`src/rtl/vector_pkg.sv`:
```
// Shared types and width helpers for the scalar-to-vector packer.
package vector_pkg;

    typedef enum logic [0:0] {
        FILL,
        FULL
    } state_e;

    function automatic int unsigned idx_width(input int unsigned n);
        return (n > 1) ? $clog2(n) : 1;
    endfunction

    function automatic int unsigned cnt_width(input int unsigned n);
        return $clog2(n + 1);
    endfunction

endpackage

```
`src/rtl/vector_lane_counter.sv`:
```
// Lane index register: advances per accepted element and returns to lane 0 when a vector closes.
module vector_lane_counter
    import vector_pkg::*;
#(
    parameter int unsigned vector_length = 7
) (
    input  logic                                clk,
    input  logic                                reset,
    input  logic                                inc,
    input  logic                                clr,
    output logic [idx_width(vector_length)-1:0] idx,
    output logic                                at_last_lane
);

    localparam int unsigned IdxW = idx_width(vector_length);

    // Clear wins over increment so a closing element never walks idx past the last lane.
    always_ff @(posedge clk) begin
        if (reset) begin
            idx <= '0;
        end else if (clr) begin
            idx <= '0;
        end else if (inc) begin
            idx <= idx + IdxW'(1);
        end
    end

    assign at_last_lane = (idx == IdxW'(vector_length - 1));

endmodule

```
`src/rtl/vector_pack.sv`:
```
// Packs a stream of scalar elements into vector_length-lane vectors; short vectors end on in_last
// and leave their unwritten lanes at zero.
module vector_pack
    import vector_pkg::*;
#(
    parameter int unsigned vector_length = 7,
    parameter int unsigned data_width    = 48
) (
    input  logic                                  clk,
    input  logic                                  reset,
    input  logic [data_width-1:0]                 in_data,
    input  logic                                  in_valid,
    input  logic                                  in_last,
    output logic                                  in_ready,
    output logic [vector_length*data_width-1:0]   vector_out,
    output logic                                  vector_valid,
    input  logic                                  vector_ready,
    output logic [cnt_width(vector_length)-1:0]   vector_count
);

    localparam int unsigned IdxW = idx_width(vector_length);
    localparam int unsigned CntW = cnt_width(vector_length);

    state_e              state_q;
    logic [IdxW-1:0]     idx;
    logic                at_last_lane;
    logic                accept;
    logic                handoff;
    logic                close;
    logic [data_width-1:0] lane_q [vector_length];

    assign vector_valid = (state_q == FULL);
    assign in_ready     = !reset && (!vector_valid || vector_ready);
    assign accept       = in_valid && in_ready;
    assign handoff      = vector_valid && vector_ready;
    assign close        = accept && (in_last || at_last_lane);

    vector_lane_counter #(
        .vector_length (vector_length)
    ) u_lane_counter (
        .clk          (clk),
        .reset        (reset),
        .inc          (accept && !close),
        .clr          (close),
        .idx          (idx),
        .at_last_lane (at_last_lane)
    );

    always_ff @(posedge clk) begin
        if (reset) begin
            state_q      <= FILL;
            vector_count <= '0;
        end else if (close) begin
            state_q      <= FULL;
            vector_count <= CntW'(idx) + CntW'(1);
        end else if (handoff) begin
            state_q      <= FILL;
            vector_count <= '0;
        end
    end

    // idx is always 0 during a handoff, so a simultaneous accept lands in lane 0 of a cleared vector.
    for (genvar i = 0; i < vector_length; i++) begin : g_lane
        logic we;
        assign we = accept && (idx == IdxW'(i));

        always_ff @(posedge clk) begin
            if (reset) begin
                lane_q[i] <= '0;
            end else if (we) begin
                lane_q[i] <= in_data;
            end else if (handoff) begin
                lane_q[i] <= '0;
            end
        end
    end

    always_comb begin
        vector_out = '0;
        for (int i = 0; i < vector_length; i++) begin
            vector_out[i*data_width +: data_width] = lane_q[i];
        end
    end

endmodule
```
`config.mk`:
```
export PLATFORM = sky130hd
export DESIGN_NAME = vector_pack
export DESIGN_NICKNAME = d
export VERILOG_FILES = /design/src/rtl/vector_pkg.sv /design/src/rtl/vector_lane_counter.sv /design/src/rtl/vector_pack.sv
export SDC_FILE = /design/constraint.sdc
export NUM_CORES = 1
export LEC_CHECK = 0
export ABC_AREA = 1
export ABC_CLOCK_PERIOD_IN_PS = 3200
export CORE_MARGIN = 2
export CORE_UTILIZATION = 43
export CTS_BUF_LIST = sky130_fd_sc_hd__clkbuf_8
export DETAILED_ROUTE_END_ITERATION = 8
export GPL_ROUTABILITY_DRIVEN = 0
export PLACE_DENSITY_LB_ADDON = 0.3
export SLEW_MARGIN = 20
export SYNTH_ARGS = -nofsm -noshare
export SYNTH_HDL_FRONTEND = slang
export SYNTH_HIERARCHICAL = 1
export SYNTH_SLANG_ARGS = --single-unit
```
`constraint.sdc`:
```
create_clock -name clk -period 3.2 [get_ports clk]
set_input_delay 0.96 -clock clk [delete_from_list [all_inputs] [get_ports clk]]
set_output_delay 0.96 -clock clk [all_outputs]
set_load 0.01 [all_outputs]
```
==> impl_results.md <==
- Sw Share: 23.2%
- Core area: 28500 sq um
- Worst setup SP type: input port
- Yosys cell types: 18
- Clock transition at the registers of the reported paths: 0.06 ns
- Hold EP: vector_count[0]
- H-tree depth: 2
- Sw power: 2.23 mW
- Worst path slowest cell: clkdlybuf4s50_1
- Via count: 8162
- DRT Pass-1 Iters: 5
- Max incr delay on CP: 0.56 ns
- Share of post-route cells with drive strength above 1: 11.6%
- Power share of the clock group: between 30% and 40%
- Avg Cell Area, Syn: around 15 sq um
- # Post-CTS Setup Buffers: 0
- Cell count after synthesis: 829
- CP required: 2.24 ns
- #FFs+latches synth: about 340
- FF-to-FF End: lane_q[1][37]
- CP Data Arrival Time: 2.19 ns
- Antenna-violating nets left: 0
- Die Y: 174 um
- CTS buffer count: 54
- Sequential share of power: 54.4%
- Seq/Total Area, Yosys: between 80 and 90%
- Total gr overflow: 0
- Placed cell areas: 16900 sq um
- Hold Vio Cnt, Final: 0
- Routed vias/inst: 4.80
- Final TNS setup: 0 ns
- Post-cts resize count: 0
- Vias in the first global route: 8200
- # DRC: 0
- Final net count: 1334
- Cell leakage power: between 6 and 7 nW
- Final core occ: 62.9%
- Pint: 7.37 mW
- Gr usage total: 22.7%
- Final Instance Count excl. Fillers: 1699
- Post-DR wirelength/cell: 20.6 um
- Die ar.: 30200 sq um
- Worst r2r src: vector_valid
- Skew final: 0.0135 ns
- Combinational share of power: 10.2%
- Hold path cells: 2
- # hold bufs at CTS: 0
- Rows: 62
- Status: finished clean
- Area Overhead vs Synth: 44.8%
- Syn_nets: just under 900
- Clk_lat worst skew: 0.57 ns
- First-pass GRT wire length: 51000 um
- Starting density of the core: between 40% and 50%
- Final instance area: 17900 sq um
- Async SR Flop Fraction: 0%
- Clock Tree Root: clkbuf_8
- Initial antenna violation count: 0
- Final setup fails: 0
- Maxcap violations: 0
- Commonest cells in the netlist: 336 x edfxtp_1, 314 x nor2_1, 58 x inv_1
- Synth top area share: 81.4%
- TritonCTS clock tree: yes
- Worst path cell trace: clkdlybuf4s50_1, inv_2, a21oi_4, clkdlybuf4s50_1
- Final WL: 34900 um
- Cell accounting for the most synthesized area: edfxtp_1
- Crit Path Category: in2out
- Setup crit end kind: primary output
- Fin crit share: 98.4%
- RSZ-0062 raised after global routing: false
- Cell Area, Synth: 12400 sq um
- Register-to-register setup slack: approximately 1.2 ns
- Slew HR: 40.4%
- CP top delay family: buffers and inverters
- Min-delay src: vector_count[0]
- Min Tclk post-route: between 3 and 4 ns
- Tightest Pin Transition: 0.893 ns
- Detailed placer's ending HPWL: around 24000 um
- Most frequent cell after synthesis: edfxtp_1
- Max-slew violations: 0
- Most frequent CP cell: clkdlybuf4s50_1
- Ys flop type: edfxtp_1
- Diode count: 0
- Critical-path maximum fanout: 2
- Reg2reg path depth: 3
- Synth warnings: 6
- Number of synthesized flops with an enable pin: 336
- Max rail drop VDD: 0.000333 V
- Clock Sinks: 343
- Power Dens Cells: 535 nW/um^2
- Fmax: 317 MHz
- Die width: 174 um
- Buffer depth of the longest clock path: 3
- Area contributors post-synth: edfxtp_1 81%, nor2_1 9.5%, inv_1 1.8%, nor2_2 1.4%, buf_6 1.2%
- I/O Buffers: 393
- Dpl cells: between 1500 and 2000
- CP bufs+invs: 3
- Initial DRC count: 497
- Largest net degree at the start of global routing: ~50
- Hold Crit Class: reg2reg
- Io pins: 394
[state kept, by name (all words and copies together) (netlist names)]
register,flops
u_lane_counter/idx,3
vector_valid,1
vector_count,3
lane_q,336
[per-stage QoR]
step	hold slack, ns	power, mW	setup slack, ns
floorplan	0.498	5.63	0.00372
global placement	0.484	6.29	0.0305
detailed placement	0.481	6.31	-0.0137
CTS	0.499	9.68	0.0559
global route	0.519	9.93	0.0111
finish	0.496	9.60	0.0497
[metal layers]
layer	track usage [%]	wire, um	vias up
met4	10.3	1400	0
met3	5.86	2660	84
met2	39.2	17700	380
li1	-	-	3694
met1	26.8	13100	4004
met5	0	0	-
[logic make-up after synthesis]
group           after synthesis  share of synthesized area, %
simple gates                375                          12.4
fa+ha+maj                     7                         0.707
compound gates                7                         0.374
flops                       343                          82.6
buf+inv                      97                          3.98
[worst max-delay path by stage]
stage	start	endpoint	slack, ns	cells past startpoint
after floorplan	vector_ready	lane_q[5][0]	0.004	8
after global placement	reset	lane_q[1][26]	0.03	5
after detailed placement	reset	lane_q[1][25]	-0.01	5
after CTS	vector_ready	in_ready	0.06	4
after global routing	vector_ready	in_ready	0.01	4
final	vector_ready	in_ready	0.05	4
[power groups by stage]
| stage | clock network, mW | logic (mW) | registers, mW |
|---|---|---|---|
| detailed placement | 0 | 0.994 | 5.32 |
| CTS | 3.45 | 0.997 | 5.23 |
| floorplan | 0 | 0.184 | 5.45 |
| finish | 3.39 | 0.983 | 5.23 |
| global route | 3.65 | 1.03 | 5.24 |
| global placement | 0 | 0.979 | 5.31 |
[worst register-to-register path: cells and delay by family, from the launching register on]
family	cells	cell delay, ns
AOI/OAI and AO/OA	1	0.72
buffers and inverters	1	0.27
DFF	1	0.37
and+or+nand+nor	1	0.34
[cells in the final DEF (no fill, tap or decap), types with 9 or more instances in the layout]
cell type	netlist	layout
edfxtp_1	336	336
clkdlybuf4s50_1	0	393
clkinv_1	0	14
nand2_2	2	9
clkinv_2	1	11
nor2_1	314	314
nor2_2	28	28
buf_12	0	12
buf_4	1	19
inv_1	58	68
clkbuf_8	0	61
nand2_1	17	10
[area by class of cell]
| class | count | area (sq um) |
|---|---|---|
| tap | 384 | 480 |
| multi-input combinational | 389 | 1690 |
| sequential | 343 | 10200 |
| clock inverter | 36 | 155 |
| timing repair buffer | 424 | 4320 |
| clock buffer | 61 | 840 |
| inverter | 62 | 234 |
| fill | 2207 | 10600 |
(Power assumes the default switching activity.)
